### src/rtl/dsp_ctrl_pkg.sv
// Shared types and defaults for the DSP48A1 MAC sequencer.
// FSM state encoding and OPMODE constants.
package dsp_ctrl_pkg;

  typedef enum logic [1:0] {
    S_IDLE,
    S_FEED,
    S_DRAIN,
    S_DONE
  } state_t;

  localparam logic [7:0] OPMODE_LOAD_DEF = 8'h01;
  localparam logic [7:0] OPMODE_ACC_DEF  = 8'h09;

endpackage

### src/rtl/dsp_token_pipe.sv
// Two-stage {vld,first} token pipe tracking operands
// through the slice M and P registers.
module dsp_token_pipe (
  input  logic clk,
  input  logic clr,
  input  logic vld_in,
  input  logic first_in,
  output logic vld1,
  output logic first1,
  output logic vld2,
  output logic first2
);

  always_ff @(posedge clk) begin
    if (clr) begin
      vld1   <= 1'b0;
      first1 <= 1'b0;
      vld2   <= 1'b0;
      first2 <= 1'b0;
    end else begin
      vld1   <= vld_in;
      first1 <= first_in;
      vld2   <= vld1;
      first2 <= first1;
    end
  end

endmodule

### src/rtl/dsp_mac_sequencer.sv
// Sequences a DSP48A1 slice through an N-term MAC job:
// command intake, operand handshake, per-stage CEs, OPMODE.
module dsp_mac_sequencer
  import dsp_ctrl_pkg::*;
#(
  parameter int         LEN_W       = 8,
  parameter logic [7:0] OPMODE_LOAD = OPMODE_LOAD_DEF,
  parameter logic [7:0] OPMODE_ACC  = OPMODE_ACC_DEF
) (
  input  logic             clk,
  input  logic             rst,
  input  logic             cmd_valid,
  output logic             cmd_ready,
  input  logic [LEN_W-1:0] cmd_len,
  input  logic             abort,
  input  logic             op_valid,
  output logic             op_ready,
  output logic             ce_ab,
  output logic             ce_m,
  output logic             ce_p,
  output logic             rst_dsp,
  output logic [7:0]       opmode,
  output logic             busy,
  output logic             done
);

  localparam logic [LEN_W-1:0] ONE = LEN_W'(1);

  state_t           state_q;
  state_t           state_d;
  logic [LEN_W-1:0] len_q;
  logic [LEN_W-1:0] cnt_q;
  logic             rst_dsp_q;

  logic accept;
  logic cnt_last;
  logic kill;
  logic vld1;
  logic first1;
  logic vld2;
  logic first2;

  assign cmd_ready = (state_q == S_IDLE);
  assign op_ready  = (state_q == S_FEED);
  assign busy      = (state_q != S_IDLE);
  assign done      = (state_q == S_DONE);
  assign accept    = op_valid & op_ready;
  assign ce_ab     = accept;
  assign cnt_last  = (cnt_q == len_q - ONE);
  assign kill      = abort &
                     ((state_q == S_FEED) |
                      (state_q == S_DRAIN));

  // an accept in the abort cycle is dropped by the clear
  dsp_token_pipe u_pipe (
    .clk      (clk),
    .clr      (rst | kill),
    .vld_in   (accept),
    .first_in (accept & (cnt_q == '0)),
    .vld1     (vld1),
    .first1   (first1),
    .vld2     (vld2),
    .first2   (first2)
  );

  assign ce_m    = vld1;
  assign ce_p    = vld2;
  assign opmode  = first2 ? OPMODE_LOAD : OPMODE_ACC;
  assign rst_dsp = rst_dsp_q;

  always_comb begin
    state_d = state_q;
    unique case (state_q)
      S_IDLE: begin
        if (cmd_valid)
          state_d = (cmd_len == '0) ? S_DONE : S_FEED;
      end
      S_FEED: begin
        if (kill)
          state_d = S_IDLE;
        else if (accept && cnt_last)
          state_d = S_DRAIN;
      end
      S_DRAIN: begin
        if (kill)
          state_d = S_IDLE;
        else if (!vld1)
          state_d = S_DONE;
      end
      S_DONE: state_d = S_IDLE;
      default: state_d = S_IDLE;
    endcase
  end

  always_ff @(posedge clk) begin
    if (rst) begin
      state_q   <= S_IDLE;
      len_q     <= '0;
      cnt_q     <= '0;
      rst_dsp_q <= 1'b0;
    end else begin
      state_q   <= state_d;
      rst_dsp_q <= kill;
      if (state_q == S_IDLE && cmd_valid) begin
        len_q <= cmd_len;
        cnt_q <= '0;
      end else if (accept && !cnt_last) begin
        cnt_q <= cnt_q + ONE;
      end
    end
  end

endmodule
### config.mk
export PLATFORM = sky130hd
export DESIGN_NAME = dsp_mac_sequencer
export DESIGN_NICKNAME = d
export VERILOG_FILES = /design/src/rtl/dsp_ctrl_pkg.sv /design/src/rtl/dsp_token_pipe.sv /design/src/rtl/dsp_mac_sequencer.sv
export SDC_FILE = /design/constraint.sdc
export NUM_CORES = 1
export LEC_CHECK = 0
export ABC_AREA = 1
export BUFFER_PORTS_ARGS = -buffer_cell sky130_fd_sc_hd__clkbuf_2
export CORE_UTILIZATION = 58
export DETAILED_ROUTE_END_ITERATION = 7
export PLACE_DENSITY_LB_ADDON = 0.08
export SLEW_MARGIN = 10
export SYNTH_ARGS = -nofsm -noshare
export SYNTH_HDL_FRONTEND = slang
export SYNTH_SLANG_ARGS = --single-unit
export TNS_END_PERCENT = 1
### constraint.sdc
create_clock -name clk -period 4.3 [get_ports clk]
set_input_delay 0.43 -clock clk [delete_from_list [all_inputs] [get_ports clk]]
set_output_delay 0.43 -clock clk [all_outputs]
set_load 0.01 [all_outputs]
==> parameters.txt <==
Parameter                              Value

Clocking
  Clock buffer count from CTS    3
  Clock tree from TritonCTS    done
  Bufs on Longest Clock Path    2
  Level count of the clock H-tree    1
  Hold-fix buffer count after cts    0
  Clk Tree Root Cell    sky130_fd_sc_hd__clkbuf_4
  Insertion delay of the later-clocked pin in the worst-skew pair    ~0.32 ns
  Clock-pin slew on the worst setup and hold paths    approximately 0.12 ns
  # Post-CTS Setup Buffers    0
  Sinks on Clock Net    23
  Post-cts resize count    0

Placement
  Final Wtd Congestion    0.834
  Placed Instances    roughly 260
  Half-perimeter wire length of the detailed placement result    between 2 and 2.5 mm
  Count of buffers from port buffering    21

STA
  Hold Fails Final Rpt    0
  Max Freq    465 MHz
  Final Critical Period    ~2.2 ns
  Final critical-path share of the clock period    0.500
  Hold slack    around 0.29 ns
  Worst clock skew on the final layout    approximately 0.0017 ns
  Unrepaired setup endpoints after global routing    false
  Final number of max-transition violations    0
  Final-layout setup total negative slack    0 ns
  Final setup violation count    0

Floorplan
  Horizontal extent of the die    between 50 and 60 microns
  Core area    around 2300 sq um
  Starting density of the core    0.634
  Overall die area    2690 sq um
  I/O pin cnt    29
  Number of cell rows    17
  Overall die height    between 50 and 60 microns

Layout
  Number of standard cells in the final layout excluding fillers    approximately 260
  Commonest cells after routing, fill and taps aside    sky130_fd_sc_hd__nand2_1, sky130_fd_sc_hd__inv_1, sky130_fd_sc_hd__nor2_1
  Share of the core filled with cells in the final layout    0.689
  Growth of design area from synthesis to finish    8.67%
  Antenna diodes    0
  Most common cell after layout, fill and taps aside    sky130_fd_sc_hd__nand2_1
  Layout Nets    255
  Fraction of final layout cells with drive strength greater than 1    0.162

Global routing
  All-Layer GR Usage    0.266
  Via count of the first global-routing pass    1279
  Global-route wire length before repair    between 5 and 6 mm
  Pin count of the biggest net entering global routing    14
  Initial antenna violation count    0
  GRT Residual Overflow    0

Min path
  Hold Crit Class    input pin to flip-flop

Logic synthesis
  Cell area after synthesis    between 1000 and 1500 sq um
  Ys async rst share    0
  Warnings from Yosys    0
  Commonest register cell after synthesis    sky130_fd_sc_hd__dfxtp_1
  Average size of a mapped cell    6.77 sq um
  Post-synth cell types    29
  Proportion of synthesized chip area in sequential cells    0.319
  Syn Inst Count    roughly 210
  EDFF count, synth    0
  #FFs+latches synth    23

Route
  Wirelength, routed    3.04 mm
  Average detailed-routed wire length per instance    11.6 microns
  Violation count after the first detailed-route iteration    38
  Number of DRC violations after detailed routing    0
  1st-pass router iterations    4
  Drt via density    5.18
  Antenna-violating nets left    0
  Count of vias placed by the detailed router    between 1000 and 1500

Power and ir drop
  Power per Cell Area    508 nW/um^2
  Leakage power    about 0.00074 uW
  Peak supply drop    around 390 uV

Job
  Total of max-cap violations    0

Status
  Result of the run    finished, final reports clean

Setup path
  Arrival time reported for the critical path endpoint    1.72 ns
  Worst setup EP type    output port
  Category of the worst setup path launch point    flip-flop
  Peak fanout along the critical path    9
  Worst path required time    between 3 and 4 ns
  Class of the most critical setup path    flip-flop to output port
==> Yosys cell counts, types with 2 or more instances <==
library cell               number  area share
sky130_fd_sc_hd__nand2_1       45        0.12
sky130_fd_sc_hd__inv_1         27       0.070
sky130_fd_sc_hd__nor2_1        25       0.065
sky130_fd_sc_hd__dfxtp_1       23        0.32
sky130_fd_sc_hd__nand3_1       21       0.073
sky130_fd_sc_hd__a21oi_1       11       0.038
sky130_fd_sc_hd__o21ai_0        9       0.031
sky130_fd_sc_hd__buf_4          7       0.036
sky130_fd_sc_hd__ha_1           7       0.061
sky130_fd_sc_hd__xor2_1         5       0.030
sky130_fd_sc_hd__nor2_2         4       0.017
sky130_fd_sc_hd__nand2_2        3       0.013
sky130_fd_sc_hd__nor4_1         3       0.013
sky130_fd_sc_hd__xnor2_1        3       0.018
sky130_fd_sc_hd__a21oi_2        2       0.012
sky130_fd_sc_hd__clkbuf_1       2      0.0052
sky130_fd_sc_hd__clkinv_1       2      0.0052
sky130_fd_sc_hd__conb_1         2      0.0052
sky130_fd_sc_hd__o21ai_1        2      0.0069
==> worst paths after layout <==
path / slack [ns] / end / cells after the start / from
min reg2reg: 0.42 / u_pipe.first2 / 2 / u_pipe.first1
max: 2.15 / ce_ab / 5 / state_q[1]
min: 0.29 / rst_dsp / 2 / rst
max reg2reg: 2.33 / cnt_q[2] / 14 / len_q[0]
==> cells by family after synthesis <==
family          synth area share
simple gates               0.348
fa+ha+maj                 0.0607
buf+inv                    0.120
other cells              0.00521
xor+xnor                  0.0486
flops                      0.319
compound gates            0.0989
==> stage by stage <==
stage	setup slack, ns	cell area, sq um	total power, uW
5_1_grt	2.04	1570	875
3_3_place_gp	2.51	1540	677
3_5_place_dp	2.42	1540	695
2_1_floorplan	2.60	1460	603
4_1_cts	2.13	1570	798
6_report	2.15	1570	797
==> flip-flops by register name (all words and copies together) (netlist names) <==
signal and count:
cnt_q 8, len_q 8, rst_dsp 1, state_q 2, u_pipe.first1 1, u_pipe.first2 1
u_pipe.vld1 1, u_pipe.vld2 1
==> routing by layer <==
layer / up-vias / GRT usage / part of all wire
met5: - / 0 / 0
met4: 0 / 0.117 / 0.019
met3: 7 / 0.0351 / 0.041
met2: 35 / 0.472 / 0.49
met1: 614 / 0.314 / 0.45
li1: 700 / - / -
==> area by class of cell <==
type / instances / area, sq um
Inverter: 30 / 113
Fill cell: 214 / 708
Tap cell: 28 / 35.0
Clock buffer: 4 / 26.3
Sequential cell: 23 / 460
Timing Repair Buffer: 21 / 105
Multi-Input combinational cell: 156 / 828
==> where the power goes <==
group	switching [uW]	internal [uW]
clock network	66.0	36.3
registers	38.9	251
logic	260	146
==> critical path, cell delays in order (launching register included) <==
cell and delay, ns:
sky130_fd_sc_hd__dfxtp_1 0.43, sky130_fd_sc_hd__inv_1 0.08, sky130_fd_sc_hd__ha_1 0.22, sky130_fd_sc_hd__nand2_1 0.12, sky130_fd_sc_hd__clkinv_1 0.32, sky130_fd_sc_hd__clkbuf_2 0.24
Power figures use the tool's default switching activity.
